==> config.mk <==
export PLATFORM = sky130hd
export DESIGN_NAME = ssd_scan_driver
export DESIGN_NICKNAME = d
export VERILOG_FILES = /design/src/rtl/ssd_pkg.sv /design/src/rtl/ssd_scan_driver_bin2bcd_seq.sv /design/src/rtl/ssd_scan_driver.sv
export SDC_FILE = /design/constraint.sdc
export NUM_CORES = 1
export LEC_CHECK = 0
export ABC_AREA = 0
export CAP_MARGIN = 20
export CORE_AREA = 2 2 100 102
export DETAILED_ROUTE_END_ITERATION = 10
export DIE_AREA = 0 0 102 104
export SLEW_MARGIN = 5
export SYNTH_ARGS = -nofsm -noshare
export SYNTH_HDL_FRONTEND = slang
export SYNTH_SLANG_ARGS = --single-unit
==> constraint.sdc <==
create_clock -name clk -period 2.9 [get_ports clk]
set_input_delay 0.435 -clock clk [delete_from_list [all_inputs] [get_ports clk]]
set_output_delay 0.435 -clock clk [all_outputs]
set_load 0.02 [all_outputs]
==> src/rtl/ssd_pkg.sv <==
// rtl/ssd_pkg.sv - shared types, digit codes and segment patterns for the scan driver
package ssd_pkg;

  // Conversion engine states
  typedef enum logic [1:0] {
    IDLE  = 2'd0,
    SHIFT = 2'd1,
    DONE  = 2'd2
  } conv_state_e;

  // Internal digit codes: 0..9 are the decimal digit itself
  localparam logic [3:0] CODE_DASH  = 4'hA;
  localparam logic [3:0] CODE_BLANK = 4'hF;

  // Active-low segment patterns, bit order {g,f,e,d,c,b,a}
  localparam logic [6:0] SEG_0     = 7'b1000000;
  localparam logic [6:0] SEG_1     = 7'b1111001;
  localparam logic [6:0] SEG_2     = 7'b0100100;
  localparam logic [6:0] SEG_3     = 7'b0110000;
  localparam logic [6:0] SEG_4     = 7'b0011001;
  localparam logic [6:0] SEG_5     = 7'b0010010;
  localparam logic [6:0] SEG_6     = 7'b0000010;
  localparam logic [6:0] SEG_7     = 7'b1111000;
  localparam logic [6:0] SEG_8     = 7'b0000000;
  localparam logic [6:0] SEG_9     = 7'b0010000;
  localparam logic [6:0] SEG_DASH  = 7'b0111111;
  localparam logic [6:0] SEG_BLANK = 7'b1111111;

  // Any code outside 0..9 and dash renders as blank
  function automatic logic [6:0] code_to_seg(input logic [3:0] code);
    case (code)
      4'd0:      return SEG_0;
      4'd1:      return SEG_1;
      4'd2:      return SEG_2;
      4'd3:      return SEG_3;
      4'd4:      return SEG_4;
      4'd5:      return SEG_5;
      4'd6:      return SEG_6;
      4'd7:      return SEG_7;
      4'd8:      return SEG_8;
      4'd9:      return SEG_9;
      CODE_DASH: return SEG_DASH;
      default:   return SEG_BLANK;
    endcase
  endfunction

endpackage

==> src/rtl/ssd_scan_driver_bin2bcd_seq.sv <==
// rtl/ssd_scan_driver_bin2bcd_seq.sv - sequential shift-add-3 binary to BCD engine
module bin2bcd_seq
  import ssd_pkg::*;
#(
  parameter int DATA_W     = 14,
  parameter int NUM_DIGITS = 4
) (
  input  logic                    clk,
  input  logic                    rst,
  input  logic                    start,
  input  logic [DATA_W-1:0]       bin,
  output logic                    busy,
  output logic                    done,
  output logic [4*NUM_DIGITS-1:0] bcd
);

  localparam int CNT_W = $clog2(DATA_W + 1);
  localparam logic [CNT_W-1:0] CNT_LAST = CNT_W'(DATA_W - 1);

  conv_state_e             state_q;
  logic [DATA_W-1:0]       bin_q;
  logic [4*NUM_DIGITS-1:0] bcd_q;
  logic [4*NUM_DIGITS-1:0] bcd_adj;
  logic [CNT_W-1:0]        cnt_q;
  logic                    busy_q;
  logic                    done_q;

  // Add 3 to every nibble that would reach 10 or more after the next doubling
  always_comb begin
    bcd_adj = bcd_q;
    for (int i = 0; i < NUM_DIGITS; i++) begin
      if (bcd_q[4*i +: 4] >= 4'd5) begin
        bcd_adj[4*i +: 4] = bcd_q[4*i +: 4] + 4'd3;
      end
    end
  end

  // Conversion FSM: capture, DATA_W adjust-and-shift iterations, one cycle of done
  always_ff @(posedge clk) begin
    if (rst) begin
      state_q <= IDLE;
      bin_q   <= '0;
      bcd_q   <= '0;
      cnt_q   <= '0;
      busy_q  <= 1'b0;
      done_q  <= 1'b0;
    end else begin
      case (state_q)
        IDLE: begin
          done_q <= 1'b0;
          if (start) begin
            bin_q   <= bin;
            bcd_q   <= '0;
            cnt_q   <= '0;
            busy_q  <= 1'b1;
            state_q <= SHIFT;
          end
        end
        SHIFT: begin
          {bcd_q, bin_q} <= {bcd_adj[4*NUM_DIGITS-2:0], bin_q, 1'b0};
          cnt_q <= cnt_q + 1'b1;
          if (cnt_q == CNT_LAST) begin
            done_q  <= 1'b1;
            state_q <= DONE;
          end
        end
        DONE: begin
          done_q  <= 1'b0;
          busy_q  <= 1'b0;
          state_q <= IDLE;
        end
        default: begin
          done_q  <= 1'b0;
          busy_q  <= 1'b0;
          state_q <= IDLE;
        end
      endcase
    end
  end

  assign busy = busy_q;
  assign done = done_q;
  assign bcd  = bcd_q;

endmodule

==> src/rtl/ssd_scan_driver.sv <==
// rtl/ssd_scan_driver.sv - multiplexed seven-segment driver with BCD conversion
module ssd_scan_driver
  import ssd_pkg::*;
#(
  parameter int NUM_DIGITS = 4,
  parameter int DATA_W     = 14,
  parameter int MAX_VAL    = 9999,
  parameter int LZ_BLANK   = 1
) (
  input  logic                  clk,
  input  logic                  rst,
  input  logic                  scan_tick,
  input  logic [DATA_W-1:0]     value,
  input  logic                  load,
  output logic [NUM_DIGITS-1:0] anode,
  output logic [6:0]            seg,
  output logic                  busy,
  output logic                  ovf
);

  localparam int PTR_W = (NUM_DIGITS > 1) ? $clog2(NUM_DIGITS) : 1;
  localparam logic [PTR_W-1:0]  PTR_LAST = PTR_W'(NUM_DIGITS - 1);
  localparam logic [DATA_W-1:0] MAX_V    = DATA_W'(MAX_VAL);

  logic                         scan_q, scan_d;
  logic                         started_q, started_d;
  logic [PTR_W-1:0]             ptr_q, ptr_d;
  logic [NUM_DIGITS-1:0][3:0]   disp_q, disp_d;
  logic [NUM_DIGITS-1:0][3:0]   conv_codes;
  logic [NUM_DIGITS-1:0]        anode_q, anode_d;
  logic [6:0]                   seg_q, seg_d;
  logic                         ovf_q, ovf_d;
  logic                         blank_run;
  logic                         over_load;
  logic                         eng_start;
  logic                         eng_busy;
  logic                         eng_done;
  logic [4*NUM_DIGITS-1:0]      eng_bcd;

  // Oversized values never reach the engine; they turn into a dash display instead
  assign over_load = load & ~eng_busy & (value > MAX_V);
  assign eng_start = load & ~eng_busy & ~(value > MAX_V);

  bin2bcd_seq #(
    .DATA_W     (DATA_W),
    .NUM_DIGITS (NUM_DIGITS)
  ) u_bin2bcd (
    .clk   (clk),
    .rst   (rst),
    .start (eng_start),
    .bin   (value),
    .busy  (eng_busy),
    .done  (eng_done),
    .bcd   (eng_bcd)
  );

  // Map finished BCD onto digit codes, blanking leading zeros above digit 0
  always_comb begin
    blank_run  = 1'b1;
    conv_codes = '0;
    for (int i = NUM_DIGITS - 1; i >= 0; i--) begin
      if (LZ_BLANK != 0 && i != 0 && blank_run && eng_bcd[4*i +: 4] == 4'd0) begin
        conv_codes[i] = CODE_BLANK;
      end else begin
        conv_codes[i] = eng_bcd[4*i +: 4];
        blank_run     = 1'b0;
      end
    end
  end

  // Next-state: tick edge detect, pointer, display register, ovf and outputs
  always_comb begin
    scan_d    = scan_tick;
    started_d = started_q;
    ptr_d     = ptr_q;
    if (scan_tick && !scan_q) begin
      if (!started_q) begin
        started_d = 1'b1;
      end else if (ptr_q == PTR_LAST) begin
        ptr_d = '0;
      end else begin
        ptr_d = ptr_q + 1'b1;
      end
    end

    disp_d = disp_q;
    ovf_d  = ovf_q;
    if (over_load) begin
      ovf_d = 1'b1;
      for (int i = 0; i < NUM_DIGITS; i++) begin
        disp_d[i] = CODE_DASH;
      end
    end else if (eng_start) begin
      ovf_d = 1'b0;
    end
    if (eng_done) begin
      disp_d = conv_codes;
    end

    anode_d = '1;
    seg_d   = SEG_BLANK;
    if (started_d) begin
      anode_d[ptr_d] = 1'b0;
      seg_d          = code_to_seg(disp_d[ptr_d]);
    end
  end

  // State and output registers
  always_ff @(posedge clk) begin
    if (rst) begin
      scan_q    <= 1'b0;
      started_q <= 1'b0;
      ptr_q     <= '0;
      for (int i = 0; i < NUM_DIGITS; i++) begin
        disp_q[i] <= (i == 0 || LZ_BLANK == 0) ? 4'd0 : CODE_BLANK;
      end
      anode_q <= '1;
      seg_q   <= SEG_BLANK;
      ovf_q   <= 1'b0;
    end else begin
      scan_q    <= scan_d;
      started_q <= started_d;
      ptr_q     <= ptr_d;
      disp_q    <= disp_d;
      anode_q   <= anode_d;
      seg_q     <= seg_d;
      ovf_q     <= ovf_d;
    end
  end

  assign anode = anode_q;
  assign seg   = seg_q;
  assign busy  = eng_busy;
  assign ovf   = ovf_q;

endmodule

==> flow_metrics.py <==
metrics = {
    "sta": {
        "min_period_ps": 2870,
        "max_freq_mhz": 348,
        "finalClockSkew_ps": 11.9,
        "hold_viol": 0,
        "maxSlewViolCount": 0,
        "rsz0062_at_grt": "yes",
        "tightest_slew_ps": 767,
        "post-route-period-util": 0.991,
        "setup_violations": 0,
        "maxSlewHeadroom": 0.487,
    },
    "placement": {
        "dp.cells": 639,
        "port-buffer-count": 30,
        "hpwl_um": 6530,
        "gp_congestion": 0.852,
    },
    "routing": {
        "drc": 0,
        "vias": 3426,
        "via_per_inst": 5.18,
        "drt_iter0_drc": 150,
        "first_pass_iters": 4,
        "drt-total-wl_um": 9250,
        "detail_route.wl_per_cell_um": 14.0,
        "final_antenna_net_count": 0,
    },
    "clock_tree": {
        "cts_root_buffer": "clkbuf_8",
        "cts.sink_count": 70,
        "clk_path_buf_depth": 2,
        "cts_tree": "built",
        "clkTransAtPathRegs_ps": 80,
        "postCtsHoldBufs": 0,
        "clk_latency_ps": 350,
        "cts-htree-levels": 3,
        "cts_buffers": 9,
    },
    "cells_and_area": {
        "layout_common_cells": "71 x buf_4, 67 x dfxtp_1, 50 x nor2_1",
        "final_common_cell": "buf_4",
        "utilization": 0.521,
        "drive_gt1_frac": 0.251,
        "n_fill_cell": 924,
        "synthToLayoutAreaGrowth_pct": 33.4,
        "diodes": 0,
        "nNetsFinal": 560,
        "finalNonFillerCells": 662,
    },
    "die": {
        "chipWidth_um": 102,
        "core_area_um2": 9550,
        "die_height_um": 104,
        "initial_core_util": 0.390,
        "io_pins": 31,
        "die-area_um2": 10600,
        "num_rows": 36,
    },
    "grt": {
        "antenna_found_initial": 0,
        "grt.total_usage": 0.184,
        "grt-ovfl-total": 0,
        "grt_pass1_vias": 3347,
        "grt_first_pass_wirelength_um": 15900,
        "grt_max_degree": 59,
    },
    "synthesis": {
        "synth_edf_count": 0,
        "netlist_instances": 438,
        "synth_top_flop_cell": "dfxtp_1",
        "postSynthNetCount": 474,
        "synth_top_cell_area_share": 0.376,
        "synthesis.area_um2": 3730,
        "synthArstFlopShare": 0,
        "ys.warnings.count": 0,
        "ys_seq_elements": 70,
        "yosys-top-cells-area": "dfxtp_1 38%, ha_1 6.0%, nor2_1 5.1%",
        "ys_seq_area_frac": 0.376,
        "yosysTopAreaCell": "dfxtp_1",
        "avgSynthCellArea_um2": 8.51,
        "synth.distinct_cells": 65,
    },
    "critical_path": {
        "path_delay_family": "simple AND/OR/NAND/NOR gates",
        "cp-end-kind": "flip-flop",
        "crit_arrival_ps": 3110,
        "critical_path_required_ps": 3140,
        "crit_top_cell": "ha_4",
        "critical-path-max-stage-delay_ps": 530,
        "crit_fanout": 3,
        "crit_slowest_cell": "or4b_4",
        "reg2reg_slack_ps": 30,
        "crit_chain": "inv_2, ha_4, or3b_4, o311ai_4, buf_6, nand3_4, a21oi_4, a32oi_2, buf_4, ha_4, or4b_4, o311a_1",
        "critPathLaunchType": "flip-flop",
        "crit_buf_inv": 3,
        "worstSetupPathType": "flip-flop to flip-flop",
    },
    "job": {
        "cap_violations": 0,
    },
    "hold_path": {
        "hold_class": "flip-flop to flip-flop",
    },
    "power": {
        "p_leak_nw": 2.06,
        "total_power_mw": 2.22,
        "ir_drop_mv": 0.272,
        "power_density_nw_per_um2": 447,
    },
    "run_status": {
        "status": "complete, no violations",
    },
}
logic make-up (layout without fill, tap and decap cells):
group	count (synthesis)	in the layout	share of synthesized area
DFF	70	70	0.376
AOI/OAI and AO/OA	112	112	0.206
adders and majority gates	18	18	0.0604
buffers and inverters	48	139	0.0567
and+or+nand+nor	162	162	0.228
xor gates and xnor gates	8	8	0.0188
muxes	20	20	0.0541
flip-flops by register name (all words and copies together) (netlist names), 2 cells and up:
register,flops
u_bin2bcd.bin_q,14
disp_q,16
anode,4
u_bin2bcd.bcd,16
u_bin2bcd.cnt_q,4
seg,7
u_bin2bcd.state_q,2
ptr_q,2
where the power goes:
| part | switching, mW | internal, mW |
|---|---|---|
| clock | 0.379 | 0.355 |
| combinational | 0.232 | 0.212 |
| sequential | 0.0274 | 1.02 |
path summary, 6_finish.rpt:
path	from	endpoint	depth (start not counted)
setup / recovery	u_bin2bcd.bcd[13]$_SDFFE_PP0P_	seg[0]$_SDFF_PP1_	12
hold / removal	ovf$_SDFFE_PP0P_	ovf$_SDFFE_PP0P_	2
setup reg to reg	u_bin2bcd.bcd[13]$_SDFFE_PP0P_	seg[0]$_SDFF_PP1_	12
hold reg to reg	ovf$_SDFFE_PP0P_	ovf$_SDFFE_PP0P_	2
area by class of cell:
type,instances,area (µm²),area share
tap,133,166,0.0335
inverter,20,75.1,0.0151
sequential,70,1410,0.283
timing repair buffer,103,858,0.173
multi-input combinational,320,2280,0.459
clock inverter,5,33.8,0.00679
clock buffer,11,151,0.0304
synthesized netlist by cell type, drive strengths merged (3+ instances only):
library cell  count
dfxtp            70
clkbuf           20
buf               8
nor2b             3
or2               4
o22ai             5
a21o              5
o21bai            3
nand2            28
a211oi           16
nand2b           13
a31oi             8
ha               18
o21ai            14
o311a             3
nand3b            4
nor2             51
o31ai             3
a21oi            36
xnor2             6
nand3            14
nor3             16
and2              6
o211ai            4
mux2i            19
inv              20
nor3b             3
or3               3
tightest hold or removal path, cell delays in order, from the launching register on:
cell	delay (ps)
dfxtp_1	310
nand2_1	50
a21oi_1	50
what timing repair did:
action / in CTS / in global routing
gates cloned: 0 / 0
hold endpoints to repair: 0 / 0
resized for setup: 14 / 27
buffers inserted: 2 / 5
pin swaps: 5 / 14
setup endpoints to repair: 2 / 7
metal layers:
| metal | part of all wire | vias to the layer above | wire [µm] | track usage |
|---|---|---|---|---|
| met2 | 0.48 | 56 | 4450 | 0.291 |
| met4 | 0.016 | 0 | 146 | 0.0638 |
| met1 | 0.47 | 1632 | 4320 | 0.248 |
| li1 | - | 1727 | - | - |
| met5 | 0 | - | 0 | 0 |
| met3 | 0.036 | 11 | 330 | 0.0343 |
metrics by stage:
step	hold WS, ps	TNS (ps)	setup WS [ps]	cell area (µm²)
2_1_floorplan	432	0	24.4	3730
3_3_place_gp	450	-855	-229	4550
3_5_place_dp	463	-1520	-345	4550
4_1_cts	475	0	2.35	4820
5_1_grt	488	-116	-55.7	4970
6_report	464	0	26.0	4970
(Power assumes the default switching activity.)
